$ cat config.mk
export PLATFORM = sky130hd
export DESIGN_NAME = alu
export DESIGN_NICKNAME = d
export VERILOG_FILES = /design/src/rtl/alu.sv
export SDC_FILE = /design/constraint.sdc
export NUM_CORES = 1
export LEC_CHECK = 0
export CAP_MARGIN = 20
export CORE_MARGIN = 2
export CORE_UTILIZATION = 45
export DETAILED_ROUTE_END_ITERATION = 7
export PLACE_DENSITY_LB_ADDON = 0.15
export SLEW_MARGIN = 0
export SYNTH_ARGS = -nofsm -noshare
export SYNTH_HDL_FRONTEND = slang
export SYNTH_SLANG_ARGS = --single-unit
$ cat constraint.sdc
create_clock -name clk_fake -period 1.9 [get_ports clk_fake]
set_clock_uncertainty 0.05 [all_clocks]
set_input_delay 0.475 -clock clk_fake [delete_from_list [all_inputs] [get_ports clk_fake]]
set_output_delay 0.475 -clock clk_fake [all_outputs]
set_load 0.02 [all_outputs]
$ cat src/rtl/alu.sv
// Registered integer ALU: a 6-bit opcode selects one result per clk_fake cycle.
// The result flop clears asynchronously and holds its value on NOP (63).
module alu #(
   parameter int dataWidth = 8
) (
   input  logic                 clk_fake,
   input  logic                 rst_n,
   input  logic [5:0]           opCode,
   input  logic [dataWidth-1:0] inA,
   input  logic [dataWidth-1:0] inB,
   output logic [dataWidth-1:0] dataOut
);

   localparam int SW = $clog2(dataWidth);
   localparam logic [SW:0] L_WIDTH = (SW+1)'(dataWidth);

   logic [dataWidth-1:0] r_data_out;
   logic [dataWidth-1:0] w_next;
   logic [SW-1:0]        w_s;
   logic [SW:0]          w_inv;
   logic [dataWidth:0]   w_avg_sum;
   logic [dataWidth-1:0] w_ones;
   logic [dataWidth-1:0] w_zero;

   assign w_s       = inB[SW-1:0];
   // Complement shift amount for rotates; equals dataWidth when s=0, so the wrap term vanishes.
   assign w_inv     = L_WIDTH - {1'b0, w_s};
   assign w_avg_sum = {1'b0, inA} + {1'b0, inB} + {{dataWidth{1'b0}}, 1'b1};
   assign w_ones    = {dataWidth{1'b1}};
   assign w_zero    = {dataWidth{1'b0}};

   // Next-result selection from the opcode.
   always_comb begin
      w_next = w_zero;
      case (opCode)
         6'd0:  w_next = inA;
         6'd1:  w_next = inB;
         6'd2:  w_next = ~inA;
         6'd3:  w_next = inA & inB;
         6'd4:  w_next = inA | inB;
         6'd5:  w_next = inA ^ inB;
         6'd6:  w_next = ~(inA & inB);
         6'd7:  w_next = ~(inA | inB);
         6'd8:  w_next = ~(inA ^ inB);
         6'd16: w_next = inA + {{(dataWidth-1){1'b0}}, 1'b1};
         6'd17: w_next = inA - {{(dataWidth-1){1'b0}}, 1'b1};
         6'd18: w_next = w_zero - inA;
         6'd19: w_next = inA + inB;
         6'd20: w_next = inA - inB;
         6'd21: begin
            if (inA >= inB) begin
               w_next = inA - inB;
            end else begin
               w_next = inB - inA;
            end
         end
         6'd22: w_next = w_avg_sum[dataWidth:1];
         6'd23: w_next = inA * inB;
         6'd32: w_next = inA << w_s;
         6'd33: w_next = inA >> w_s;
         6'd34: w_next = $signed(inA) >>> w_s;
         6'd35: w_next = (inA << w_s) | (inA >> w_inv);
         6'd36: w_next = (inA >> w_s) | (inA << w_inv);
         6'd40: w_next = (inA == inB) ? w_ones : w_zero;
         6'd41: w_next = ($signed(inA) > $signed(inB)) ? w_ones : w_zero;
         6'd42: w_next = (inA > inB) ? w_ones : w_zero;
         6'd43: w_next = (inA < inB) ? inA : inB;
         6'd44: w_next = (inA > inB) ? inA : inB;
         6'd63: w_next = r_data_out;
         default: w_next = w_zero;
      endcase
   end

   // Result register with asynchronous clear.
   always_ff @(posedge clk_fake or negedge rst_n) begin
      if (!rst_n) begin
         r_data_out <= {dataWidth{1'b0}};
      end else begin
         r_data_out <= w_next;
      end
   end

   assign dataOut = r_data_out;

endmodule

==> impl_results.md, run 1 <==
* Root Driver: clkbuf_8
* Rel. slew slack at about half
* Gpl congestion at ~1.1
* Synthesized flop and latch total at 8
* Longest Clk Path Bufs at 2
* Top cell type's share of synthesized area at between 10 and 15%
* CTS Hold Bufs at 0
* Hold Path Class: input port to async pin
* DR DRC count at 0
* Post-synthesis adder-cell area fraction at ~20%
* Critical path's largest stage delay at ~0.52 ns
* CTS tree: yes
* Vias in the first global route at roughly 7.5k
* Number of synthesized flops with an enable pin at 0
* Crit-path slowest cell: fa_1
* Mux cell area share after synthesis at about 4.2%
* Die area at roughly 12000 µm²
* Post-route insts no fill at approximately 1.2k
* Diodes inserted at 0
* Outcome: complete, but fails checks
* Cell Area, Synth at around 5000 µm²
* Chip Width at around 110 µm
* Total global routing overflow at 0
* Post-DP HPWL at about 22 mm
* Register area share after synthesis at approximately 4%
* Yosys warnings at 0
* Iter 0 DRT Violations at around 1.2k
* Largest cells by area after synthesis: ha_1 14%, a21oi_1 8.0%, nor2_1 6.8%
* Largest register FFs at 8
* Yosys top cell by area: ha_1
* Critical R2R Launch: dataOut[2]
* Worst-margin pin slew at 0.718 ns
* XOR/XNOR Fraction of Synth Area at around 5.6%
* CTS Buf Count at 3
* First-pass GRT wire length at about 43 mm
* TritonCTS sink count at 8
* Worst EP required at ~1.9 ns
* GRT Util Overall at roughly half
* DRT Pass-1 Iters at 6
* Final WS setup at -2.02 ns
* Share of post-route cells with drive strength above 1 at just over 40%
* Minimum clock period at between 3 and 4 ns
* Clock transition at path regs at roughly 0.050 ns
* ANT nets after route at 0
* Bufs and invs on worst path at 7
* CP startpoint: inA[1]
* Drt total wl at just over 30 mm
* # H-tree levels at 1
* Final layout net count at around 1.1k
* CP Class: input port to flop
* PD cells at between 300 and 400 nW/µm²
* Most frequent CP cell: inv_1
* Core Region at ~11000 µm²
* Syn nets at approximately 850
* Cells after Synth at between 700 and 800
* Simple-Gate Fraction of Synth Area at between 20% and 30%
* Failing checks: setup timing
* Main combinational cell family by area after synthesis: compound AO/OA/AOI/OAI gates
* I/O pin total at 32
* CP arrival at a little under 4 ns
* Total Power at approximately 3.3 mW
* Worst-Skew Late Latency at 0.23 ns
* PortBufs at 31
* Max IR drop VDD at ~0.35 mV
* Placed cells at roughly 1.1k
* Largest net degree at the start of global routing at 31
* Syn_area_per_cell at around 6.6 µm²
* Routed vias/inst at 6.76
* Die Ht at ~110 µm
* CP max FO at 2
* DR WL/cell at approximately 27 µm
* Ordered cell list for the critical path: buf_8, buf_12, inv_8, nor2_4, ha_4, inv_2, fa_1, inv_1, ha_1, inv_1, fa_1, inv_1, ha_1, a21o_1, a21oi_4, xnor2_4, a22oi_2, nand3_2, nor4b_2, o211ai_1
* Via count at around 8k
* Max Cap Viol at 0
* Synth Area in Compound Gates at about a third
* Top_reg_cell synth: dfrtp_1
* CP startpoint kind: input port
* Starting density of the core at 46.3%
* Most frequent cells in the layout: 236 x buf_4, 82 x nor2_1, 76 x nand2_1, 76 x a21oi_1, 47 x o21ai_0
* Final Hold Viols at 0
* Layout area overhead at 64.0%
* Unrepaired setup endpoints after global routing: yes
* Row cnt at 38
* Fin crit share at 206%
* Highest clock rate at around 260 MHz
* Number of fillers in the final layout at roughly 800
* Initial antenna violation count at 1
* Finish-stage setup viols at 8
* Leading cell type in the layout, fill and taps excluded: buf_4
* Asr flop ratio synth at 100%
* Post-synthesis cell type count at 70
* Top delay family on crit path: adder cells
* Slew Limit Fails at 0
* Setup tns final at -12.49 ns
* CP Capture Type: flop
* Leak pwr at roughly 3.7 nW
## cell type report
| cell class | count | area, µm² | share of cell area (%) |
|---|---|---|---|
| Timing Repair Buffer | 295 | 2490 | 30.2 |
| Clock buffer | 3 | 41.3 | 0.502 |
| Sequential cell | 8 | 200 | 2.43 |
| Inverter | 61 | 289 | 3.51 |
| Tap cell | 140 | 175 | 2.13 |
| Multi-Input combinational cell | 645 | 5040 | 61.2 |
## logic make-up (layout without fill, tap and decap cells)
logic type | Yosys count | count (layout)
XOR/XNOR | 32 | 32
AND/OR/NAND/NOR | 276 | 276
adder cells (fa/ha/maj) | 72 | 72
buffers and inverters | 105 | 359
flip-flops | 8 | 8
AO/OA/AOI/OAI | 247 | 247
multiplexers | 18 | 18
## path summary, 6_finish.rpt
check                        endpoint  slack [ns]  depth (start not counted)
max                        dataOut[6]       -2.02                         20
min in group clk_fake      dataOut[5]        0.70                          4
min reg2reg                dataOut[5]        0.70                          4
max reg2reg                dataOut[2]       -0.17                          6
min                        dataOut[3]        0.53                          1
max in group asynchronous  dataOut[4]        0.92                          1
## worst reg2reg max path, stage by stage (launching register included)
cell and delay [ns]:
dfrtp_1 0.37, a22o_1 0.24, a2111oi_4 0.27, nand4_1 0.17, or4_4 0.57, a211oi_2 0.16
nand3_1 0.11
## power breakdown
part | switching, mW | leakage, nW | internal (mW) | total [mW]
combinational | 1.50 | 3.58 | 1.31 | 2.81
sequential | 0.0309 | 0.0964 | 0.199 | 0.230
clock | 0.0899 | 0.0216 | 0.139 | 0.229
## repair_timing
action,4_1_cts,5_1_grt
cloned,0,0
pin swaps,37,46
setup endpoints to repair,8,8
buffers inserted,16,12
gates resized for setup,126,122
## cells in the mapped netlist, types with 4 or more instances
| library cell | n |
|---|---|
| nor2_1 | 91 |
| nand2_1 | 84 |
| a21oi_1 | 80 |
| ha_1 | 56 |
| inv_1 | 53 |
| o21ai_0 | 48 |
| clkbuf_1 | 27 |
| xnor2_1 | 27 |
| nand3_1 | 26 |
| fa_1 | 16 |
| o22ai_1 | 14 |
| mux2i_1 | 13 |
| nor3_1 | 13 |
| buf_2 | 12 |
| o211ai_1 | 12 |
| a211oi_1 | 10 |
| nand2b_1 | 10 |
| a31oi_1 | 9 |
| o32ai_1 | 9 |
| a2111oi_0 | 8 |
| dfrtp_1 | 8 |
| nor2b_1 | 8 |
| a21o_1 | 7 |
| a22oi_1 | 7 |
| clkinv_1 | 7 |
| nor4_1 | 7 |
| nand4_1 | 6 |
| and3_1 | 5 |
| o31ai_1 | 5 |
| xor2_1 | 5 |
| a221o_1 | 4 |
| a22o_1 | 4 |
| nor4b_1 | 4 |
| o21bai_1 | 4 |
## stage by stage
| step | hold slack [ns] | cell area [µm²] | util (%) | setup slack [ns] |
|---|---|---|---|---|
| floorplan | 0.129 | 5430 | - | -2.17 |
| global placement | 0.647 | 7380 | 68.1 | -2.78 |
| detailed placement | 0.673 | 7380 | 68.1 | -2.91 |
| CTS | 0.521 | 7790 | 71.9 | -2.05 |
| global route | 0.549 | 8230 | 75.9 | -2.12 |
| finish | 0.527 | 8230 | 75.9 | -2.02 |
## per-layer routing
metal	wire (µm)	up-vias	GRT usage (%)
li1	-	3249	-
met1	10800	3561	59.6
met2	12700	740	75.4
met3	4360	232	13.9
met4	2780	4	26.7
met5	28	-	0
Note: power is estimated with default switching activity, not from simulation.
==> run 2: changes to the inputs <==
--- a/config.mk
+++ b/config.mk
@@ -6,7 +6,7 @@
 export NUM_CORES = 1
 export LEC_CHECK = 0
 export CAP_MARGIN = 20
-export CORE_MARGIN = 2
+export CORE_MARGIN = 5
 export CORE_UTILIZATION = 45
 export DETAILED_ROUTE_END_ITERATION = 7
 export PLACE_DENSITY_LB_ADDON = 0.15
==> run 2 against run 1 <==
  * The flow still finishes with violations (setup timing)
  * Register-to-register slack got worse by 0.04 ns
  * Final area increased by 0.41%
  * Routed wire length increased by 5.0%
  * Non-clock buffer count increased by 11
==> impl_results.md, run 2 (same netlist as run 1, synthesis figures left out) <==
* Layout area overhead at 64.7%
* Int Power at between 1.5 and 2 mW
* PD cells at 403 nW/µm²
* Crit-path slowest cell: fa_2
* Fin crit share at 216%
* PortBufs at 31
* Longest Clk Path Bufs at 2
* DR WL/cell at between 20 and 30 µm
* Net Sw Frac at between 50% and 60%
* DRT Pass-1 Iters at 8
* Chip Width at approximately 120 µm
* Largest net degree at the start of global routing at 30
* Fin util at around three quarters
* Drt total wl at about 32 mm
* Slew Limit Fails at 0
* Total Power at between 3 and 4 mW
* Leak pwr at 3.75 nW
* Minimum clock period at between 4 and 5 ns
* ANT nets after route at 0
* DR DRC count at 0
* Critical path's largest stage delay at between 0.5 and 0.6 ns
* CP max FO at 4
* Die Ht at ~120 µm
* Post-DP HPWL at roughly 23 mm
* Total global routing overflow at 0
* Finish-stage setup viols at 8
* Root Driver: clkbuf_8
* CP Capture Type: flop
* Final layout net count at 1121
* Largest register FFs at 8
* Failing checks: setup timing
* Leading cell type in the layout, fill and taps excluded: buf_4
* Hold Path Class: input port to async pin
* Worst-margin pin slew at slightly above 0.7 ns
* TritonCTS sink count at 8
* Clock share of power at under 10%
* Starting density of the core at between 40% and 50%
* Vias in the first global route at 7523
* Diodes inserted at 0
* Iter 0 DRT Violations at between 1k and 1.5k
* CTS tree: yes
* First-pass GRT wire length at 43.5 mm
* Logic pwr share at a little under nine tenths
* Sequential share of power at 6.9%
* Via count at ~7.9k
* Die area at about 13000 µm²
* Initial antenna violation count at 1
* CTS Hold Bufs at 0
* CP startpoint kind: input port
* Cell area after layout at approximately 8300 µm²
* CP Class: input port to flop
* Outcome: complete, but fails checks
* Max Cap Viol at 0
* Final Hold Viols at 0
* Worst-Skew Late Latency at 0.23 ns
* Switching Power at 1.70 mW
* GRT Util Overall at approximately 43%
* Most frequent CP cell: inv_2
* Unrepaired setup endpoints after global routing: yes
* Rel. slew slack at roughly 52%
* Area after DPL at around 7500 µm²
* Core Region at around 11000 µm²
* Setup tns final at -13.04 ns
* Max IR drop VDD at 0.330 mV
* Top delay family on crit path: adder cells
* DP Worst Slack at -2.94 ns
* CP arrival at 4.14 ns
* Worst EP required at a little under 2 ns
* Bufs and invs on worst path at 5
* # H-tree levels at 1
* Highest clock rate at between 200 and 250 MHz
* CTS Buf Count at 3
* Share of post-route cells with drive strength above 1 at between 40% and 50%
* Final WS setup at -2.20 ns
* Most frequent cells in the layout: 254 x buf_4, 84 x nor2_1, 76 x nand2_1, 76 x a21oi_1, 47 x o21ai_0
* Ordered cell list for the critical path: buf_6, buf_6, nand2_2, fa_2, fa_1, inv_2, fa_1, inv_2, fa_2, inv_2, ha_4, xnor2_2, a22oi_2, nand3_2, nor4b_4, o211ai_1
* Clock transition at path regs at around 0.050 ns
* I/O pin total at 32
* Routed vias/inst at slightly below 7
* Row cnt at 38
* Gpl congestion at around 1.1
[run 2: changes by cell type in the layout (fill, tap and decap cells not counted), sizes merged]
cell and change:
buf +14, clkbuf -2, clkdlybuf4s50 -1, clkinv -1
inv +1
[run 2: area by class of cell]
| type | instances | area (µm²) |
|---|---|---|
| multi-input cells | 645 | 5020 |
| fillers | 786 | 2620 |
| repair buffers | 306 | 2550 |
| inverters | 61 | 284 |
| flip-flops and latches | 8 | 200 |
| well taps | 140 | 175 |
| clock buffers | 3 | 41.3 |
[run 2: what timing repair did]
| item | 4_1_cts | 5_1_grt |
|---|---|---|
| setup endpoints to repair | 8 | 8 |
| pin swaps | 44 | 38 |
| resized for setup | 156 | 95 |
| gates cloned | 0 | 0 |
| setup buffers | 10 | 13 |
[run 2: final timing paths]
path	slack (ns)	end	cells past startpoint	start
setup reg to reg	-0.21	dataOut[2]	6	dataOut[2]
hold reg to reg	0.70	dataOut[5]	4	dataOut[5]
setup / recovery	-2.20	dataOut[6]	16	inB[3]
hold / removal	0.52	dataOut[3]	1	rst_n
min in group clk_fake	0.70	dataOut[5]	4	dataOut[5]
max in group asynchronous	0.94	dataOut[4]	1	rst_n
[run 2: metal layers]
layer,GRT usage [%],vias to the layer above,routed length (µm)
met5,0,-,16
met4,22.8,2,3380
met3,8.36,264,4600
met2,68.5,772,13200
met1,55.5,3645,11000
li1,-,3260,-
[run 2: per-stage QoR]
| stage | hold slack [ns] | cells |
|---|---|---|
| global placement | 0.659 | 1140 |
| detailed placement | 0.656 | 1140 |
| finish | 0.521 | 1163 |
| CTS | 0.518 | 1153 |
| global route | 0.529 | 1163 |
| floorplan | 0.129 | 758 |
[run 2: power by group through the flow]
stage | clock, mW | sequential, mW | combinational, mW
2_1_floorplan | 0 | 0.252 | 1.26
3_3_place_gp | 0 | 0.226 | 2.21
5_1_grt | 0.226 | 0.231 | 2.97
6_report | 0.226 | 0.230 | 2.88
4_1_cts | 0.220 | 0.226 | 2.47
3_5_place_dp | 0 | 0.226 | 2.28
==> run 3: changes to the inputs <==
--- a/config.mk
+++ b/config.mk
@@ -6,7 +6,6 @@
 export NUM_CORES = 1
 export LEC_CHECK = 0
 export CAP_MARGIN = 20
-export CORE_MARGIN = 5
 export CORE_UTILIZATION = 45
 export DETAILED_ROUTE_END_ITERATION = 7
 export PLACE_DENSITY_LB_ADDON = 0.15
==> run 3 against run 2 <==
  * The flow still finishes with violations (setup timing)
  * Routed wire length shrank 7.8%
  * Non-clock buffer count fell by 8
  * Combinational power down 7.3%
  * Core utilization down 0.91 points
  * Power is 6.1% lower
  * Hold slack worse by 0.020 ns
  * Critical path type unchanged
==> impl_results.md, run 3 (same netlist as run 1, synthesis figures left out) <==
* Most frequent cells in the layout: 246 x buf_4, 87 x nor2_1, 75 x nand2_1
* Worst-Skew Late Latency at around 0.24 ns
* Hold Path Class: input port to async pin
* Failing checks: setup timing
* Vias in the first global route at around 7.6k
* Fin crit share at 206%
* WL met2 at around 13 mm
* Max IR drop VDD at between 0.3 and 0.4 mV
* Worst-margin pin slew at around 0.70 ns
* Chip Width at 108 µm
* Initial antenna violation count at 0
* Uppermost layer routed: met4
* Final WS setup at -2.02 ns
* Routed vias/inst at between 6 and 7
* Share of post-route cells with drive strength above 1 at between 40% and 50%
* Clock transition at path regs at about 0.050 ns
* Minimum clock period at approximately 4 ns
* Layout area overhead at 62.0%
* Rel. slew slack at 53.4%
* Area after DPL at about 7400 µm²
* Slew Limit Fails at 0
* Longest Clk Path Bufs at 2
* TritonCTS sink count at 8
* Cell area after layout at approximately 8000 µm²
* M1 wire length at between 10 and 15 mm
* Starting density of the core at between 40% and 50%
* Core Region at around 11000 µm²
* Die Ht at 108 µm
* I/O pin total at 32
* DR DRC count at 0
* # H-tree levels at 1
* PortBufs at 31
* Total global routing overflow at 0
* Post-route insts no fill at 1156
* Finish-stage setup viols at 8
* Largest register FFs at 8
* ANT nets after route at 0
* DRT Pass-1 Iters at 6
* First-pass GRT wire length at around 44 mm
* Wire length on met3 at 4.09 mm
* CP Class: input port to flop
* Leading cell type in the layout, fill and taps excluded: buf_4
* Iter 0 DRT Violations at roughly 1.3k
* Outcome: complete, but fails checks
* Worst reg-to-reg path cell count at 6
* CP Capture Type: flop
* Setup tns final at -12.52 ns
* Final layout net count at ~1.1k
* Critical R2R Launch: dataOut[2]
* DP Worst Slack at -2.87 ns
* GRT Util Overall at between 50% and 60%
* CP arrival at 3.97 ns
* Worst Setup EP: dataOut[6]
* CP max FO at 3
* Max Cap Viol at 0
* Via count at 7739
* CTS tree: yes
* Highest clock rate at approximately 260 MHz
* Post-DP HPWL at 21.9 mm
* DR WL/cell at 25.7 µm
* Leak pwr at about 3.7 nW
* CTS Hold Bufs at 0
* CP startpoint: inA[1]
* CP startpoint kind: input port
* Root Driver: clkbuf_8
* Largest net degree at the start of global routing at 28
* Final Hold Viols at 0
* Worst reg2reg setup slack at -0.17 ns
* PD cells at around 390 nW/µm²
* Drt total wl at between 20 and 30 mm
* CTS Buf Count at 3
* Unrepaired setup endpoints after global routing: yes
* Worst EP required at 1.95 ns
* Gpl congestion at 1.08
* FF-to-FF End: dataOut[2]
* Die area at around 12000 µm²
* Placed cells at ~1.1k
* Row cnt at 38
-- run 3: power by group --
group | switching, mW | internal (mW)
clock network | 0.0979 | 0.140
logic | 1.45 | 1.21
registers | 0.0270 | 0.199
total | 1.58 | 1.55
-- run 3: how the worst min path moves through the flow --
stage               cells after the start          to
floorplan                               0  dataOut[0]
global placement                        4  dataOut[5]
detailed placement                      4  dataOut[5]
CTS                                     1  dataOut[0]
global route                            1  dataOut[0]
finish                                  1  dataOut[2]
-- run 3: critical path, cell delays in order --
cell and delay [ns]:
buf_8 0.09, buf_6 0.11, nand2_4 0.04, fa_2 0.40, fa_1 0.53, inv_2 0.05
fa_1 0.51, inv_2 0.05, fa_2 0.53, inv_2 0.04, ha_4 0.23, xnor2_4 0.14
a22oi_2 0.17, nand3_2 0.13, nor4b_4 0.30, o211ai_1 0.15
-- run 3: layer usage --
layer	track usage, %	vias up
li1	-	3262
met4	30.3	0
met1	61.7	3583
met2	79.4	696
met5	0	-
met3	15.2	198
-- run 3: layout make-up --
type                            instances  area (µm²)
Inverter                               61         285
Clock buffer                            3        41.3
Fill cell                             791        2710
Sequential cell                         8         200
Timing Repair Buffer                  298        2420
Tap cell                              140         175
Multi-Input combinational cell        645        5000
Antenna cell                            1        2.50
-- run 3: what timing repair did --
action	CTS	global route
buffers inserted	31	6
gates resized for setup	177	47
endpoints found under the setup margin	8	8
pin swaps	59	33
-- run 3: stage by stage --
stage | total power, mW | hold WS [ns] | utilization, %
after floorplan | 1.51 | 0.129 | -
after global placement | 2.36 | 0.656 | 67.9
after detailed placement | 2.42 | 0.654 | 67.9
after CTS | 2.90 | 0.507 | 73.1
after global routing | 3.25 | 0.528 | 75.0
final | 3.13 | 0.501 | 75.0
